--- src/rtl/decoder3to8_stream.sv ---
// 3-to-8 one-hot decoder behind a 2-entry valid/ready FIFO, with sticky
// delivered-word map, saturating accepted-beat counter and stall flag.
module decoder3to8_stream #(
    parameter int CNT_W = 8
) (
    input  logic             clk,
    input  logic             rst_n,
    input  logic [2:0]       in_code,
    input  logic             in_valid,
    output logic             in_ready,
    input  logic             en,
    output logic [7:0]       out_onehot,
    output logic             out_valid,
    input  logic             out_ready,
    input  logic             clr,
    output logic [7:0]       hit_map,
    output logic [CNT_W-1:0] beat_cnt,
    output logic             stall_seen
);

    logic [7:0] mem [2];
    logic       wptr, rptr;
    logic [1:0] occ;
    logic       acc, pop, stall, sat;
    logic [7:0] word, head;

    // Handshake outputs come only from registered occupancy (and reset).
    assign in_ready   = rst_n && (occ != 2'd2);
    assign out_valid  = rst_n && (occ != 2'd0);
    assign head       = mem[rptr];
    assign out_onehot = out_valid ? head : 8'h00;

    assign acc   = in_valid && in_ready;
    assign pop   = out_valid && out_ready;
    assign stall = in_valid && !in_ready;
    assign sat   = (beat_cnt == {CNT_W{1'b1}});
    assign word  = en ? (8'h01 << in_code) : 8'h00;

    always_ff @(posedge clk) begin
        if (!rst_n) begin
            occ        <= 2'd0;
            wptr       <= 1'b0;
            rptr       <= 1'b0;
            hit_map    <= 8'h00;
            beat_cnt   <= '0;
            stall_seen <= 1'b0;
        end else begin
            if (acc) begin
                mem[wptr] <= word;
                wptr      <= ~wptr;
            end
            if (pop) rptr <= ~rptr;
            case ({acc, pop})
                2'b10:   occ <= occ + 2'd1;
                2'b01:   occ <= occ - 2'd1;
                default: occ <= occ;
            endcase

            // clr drops history but keeps this cycle's own event.
            if (clr) begin
                hit_map    <= pop ? head : 8'h00;
                beat_cnt   <= acc ? CNT_W'(1) : '0;
                stall_seen <= stall;
            end else begin
                if (pop)        hit_map  <= hit_map | head;
                if (acc && !sat) beat_cnt <= beat_cnt + CNT_W'(1);
                if (stall)      stall_seen <= 1'b1;
            end
        end
    end

endmodule
--- config.mk ---
export PLATFORM = sky130hd
export DESIGN_NAME = decoder3to8_stream
export DESIGN_NICKNAME = d
export VERILOG_FILES = /design/src/rtl/decoder3to8_stream.sv
export SDC_FILE = /design/constraint.sdc
export NUM_CORES = 1
export LEC_CHECK = 0
export ABC_AREA = 1
export CAP_MARGIN = 40
export CORE_MARGIN = 5
export CORE_UTILIZATION = 30
export CTS_CLUSTER_DIAMETER = 30
export DETAILED_ROUTE_END_ITERATION = 10
export PLACE_DENSITY = 0.5
export SKIP_CTS_REPAIR_TIMING = 1
export SLEW_MARGIN = 20
export SYNTH_ARGS = -nofsm -noshare
export SYNTH_HDL_FRONTEND = slang
export SYNTH_SLANG_ARGS = --single-unit
--- constraint.sdc ---
create_clock -name clk -period 2.1 [get_ports clk]
set_input_delay 0.525 -clock clk [delete_from_list [all_inputs] [get_ports clk]]
set_output_delay 0.525 -clock clk [all_outputs]
set_load 0.005 [all_outputs]
==> summary.md <==
| Metric | Value |
|---|---|
| Worst slew margin relative to its limit | 0.8042 |
| Worst path required time | ~1600 ps |
| Number of remaining DRC errors | 0 |
| I/O pin total | 36 |
| Effective utilization at floorplan | 0.3086 |
| Syn_nets | slightly below 200 |
| Most used cells in the layout excluding fill and tap cells | nand2_1, clkdlybuf4s50_1, nor2_1 |
| Hold/Removal Path Class | register to register |
| Sum of net half-perimeters after detailed placement | between 2000 and 3000 um |
| Async S/R FF share, synth | 0 |
| Top area cells in the synthesized netlist | edfxtp_1, dfxtp_1, nand2_1, nor2_1, mux2i_1 |
| Antenna diode instance count | 0 |
| Launch instance of the worst register-to-register path | occ[0]$_SDFFE_PN0P_ |
| Highest clock rate | approximately 0.49 GHz |
| Num CTS Buffers | 5 |
| Die Y | 85.04 um |
| Via count normalized by instance count | roughly 4.3 |
| Total via count after detailed routing | approximately 1400 |
| TritonCTS clock tree | built |
| Power density over the cells | around 640 nW/um2 |
| Critical Path, Cell by Cell | buf_12 -> mux2i_2 -> nor2_1 -> clkdlybuf4s50_1 |
| CTS Root Cell | clkbuf_8 |
| Die area | a little over 7000 um2 |
| Status | completed |
| Post-synth top area share | 0.2844 |
| Area after DPL | 2196 um2 |
| Overall routed net length | roughly 3800 um |
| Time the worst path needs with I/O delays and setup | 2034 ps |
| Crit path max-delay family | buffers and inverters |
| Global-route usage over all layers | 0.1063 |
| Minimum setup slack among reg-to-reg paths | 410 ps |
| Worst IR drop on VDD | slightly below 0.3 mV |
| Worst skew pair latency | 290 ps |
| Endpoint type of the worst setup path | output port |
| Clock transition time at the flip-flop clock pins of the worst setup and hold paths | approximately 70 ps |
| Crit path to | out_onehot[3] |
| Via count of the first global-routing pass | approximately 1300 |
| Setup repair after global routing missed its margin | yes |
| Largest net degree at the start of global routing | 14 |
| Static leakage power | around 0.97 nW |
| Reg-to-reg endpoint | occ[1]$_SDFFE_PN0P_ |
| Syn Area/Cell | ~9.1 um2 |
| Worst hold margin | 462.7 ps |
| Count of cells along the worst register-to-register path | 10 |
| Yosys warning total | 0 |
| Synthesis-to-finish area growth | 43.56% |
| Share of synthesized area occupied by flip-flops and latches | 0.5452 |
| Most instantiated flip-flop cell in the synthesis netlist | dfxtp_1 |
| Flip-flop and latch count after synthesis | 38 |
| Power Total | between 1.5 and 2 mW |
| Port bufs | 35 |
| Routability Congestion | 0.7929 |
| Crit path max fanout | 8 |
| Die width | 85.04 um |
| Non-Filler Cell Area, Final | between 2000 and 2500 um2 |
| Number of levels the H-tree was split into | 2 |
| Antenna violations before repair | 0 |
| Number of placement rows | 27 |
| Cell type of the slowest stage on the worst timing path | clkdlybuf4s50_1 |
| Met3 routing resource usage after global routing | 0.03010 |
| Detailed Routing Iterations Pass 1 | 4 |
| Total count of max-transition violations in the final report | 0 |
| Post-synthesis cell area | around 1700 um2 |
| Largest area contributor in the synthesized netlist | edfxtp_1 |
| Arrival time at the worst endpoint | approximately 1500 ps |
| Distinct cell type count of the synthesized netlist | 27 |
| Number of antenna-violating nets in the routed design | 0 |
| GR Overflow Total | 0 |
| Actual transition at the worst max-transition pin | around 290 ps |
| Clock Sinks | 38 |
| Critical path buffer and inverter count | 2 |
| Crit path kind | register to output port |
| Number of synthesized flops with an enable pin | 16 |
| Bufs on Longest Clock Path | 2 |
| Slowest stage delay, CP | around 440 ps |
| Routed WL per cell | 12.23 um |
| Startpoint kind of the worst setup timing path | register |
| Period utilization | 0.9686 |
| Cells after Synth | about 190 |
| Final Hold Fails | 0 |
| 1st-iter DRT viols | 63 |
| Global-route wire length before repair | roughly 6000 um |
| Count of endpoints failing setup in the final report | 0 |
| Most utilized layer in the global route result | met2 |
| Std-Cell Core Area | ~5500 um2 |
| Layout net count | 250 |
| Global routing met2 resource utilization | 0.1702 |
| Fraction of layout instances using a drive strength above 1 | 0.1958 |
| Max-cap violations | 0 |
| Met1 usage | 0.1344 |
| Total stage count of the critical path | 4 |
| Most common cell after layout, fill and taps aside | nand2_1 |
| Setup clock skew after layout | roughly 1.8 ps |
cell usage after synthesis (all sizes together) (4+ instances only):
cell type	number
o21ai	13
nor3	4
nand2	38
edfxtp	16
a21oi	11
buf	4
nor2	32
inv	20
dfxtp	22
mux2i	8
nand3	11
worst min-delay path by stage:
stage | from | endpoint | depth (start not counted)
6_report | hit_map[5]$_SDFFE_PN0P_ | hit_map[5]$_SDFFE_PN0P_ | 2
2_1_floorplan | rptr$_SDFFE_PN0P_ | register | 2
5_1_grt | hit_map[7]$_SDFFE_PN0P_ | hit_map[7]$_SDFFE_PN0P_ | 2
4_1_cts | hit_map[1]$_SDFFE_PN0P_ | hit_map[1]$_SDFFE_PN0P_ | 2
3_3_place_gp | hit_map[1]$_SDFFE_PN0P_ | hit_map[1]$_SDFFE_PN0P_ | 2
3_5_place_dp | hit_map[1]$_SDFFE_PN0P_ | hit_map[1]$_SDFFE_PN0P_ | 2
sequential cells by signal (all words and copies together) (netlist names), named ones only:
register / cells
mem: 16
beat_cnt: 8
hit_map: 8
occ: 2
rptr: 1
stall_seen: 1
wptr: 1
routing by layer:
layer,vias to the layer above,routed length [um]
met3,7,166
met5,-,0
met2,24,1806
li1,724,-
met4,0,61
met1,600,1782
worst min-delay path, delay by kind of cell (launching register included):
kind,cells,cell delay (ps)
AOI/OAI and AO/OA,1,50
DFF,1,330
and+or+nand+nor,1,50
per-stage QoR:
| step | worst slack (ps) | cells | util | TNS [ps] |
|---|---|---|---|---|
| 5_1_grt | -13.67 | 312 | 0.4431 | -19.72 |
| 3_3_place_gp | -296.4 | 300 | 0.4012 | -3764 |
| 6_report | 65.87 | 312 | 0.4431 | 0 |
| 4_1_cts | -314.6 | 308 | 0.4168 | -2845 |
| 3_5_place_dp | -312.3 | 300 | 0.4012 | -3687 |
| 2_1_floorplan | 310.6 | 186 | - | 0 |
logic make-up (layout without fill, tap and decap cells):
group	Yosys count	in the layout	synth area share
xor+xnor	1	1	0.005186
simple gates	87	87	0.2422
compound gates	26	27	0.08370
buf+inv	24	77	0.06148
flops	38	38	0.5452
mux	8	8	0.04741
fa+ha+maj	2	2	0.01481
area by class of cell:
type                       instances  area (um2)
clock buffer                       5       68.82
clock inverter                     3       16.27
fill                             583        3048
inverter                          20       75.07
multi-input combinational        125       755.7
sequential                        38       927.1
tap                               72       90.09
timing repair buffer              49       491.7
power by group:
group          switching [mW]  internal [mW]  leakage [nW]
registers              0.0272          0.799         0.336
logic                   0.109          0.122         0.595
clock network           0.257          0.227        0.0416
total                   0.393           1.15         0.973
Power figures use the tool's default switching activity.
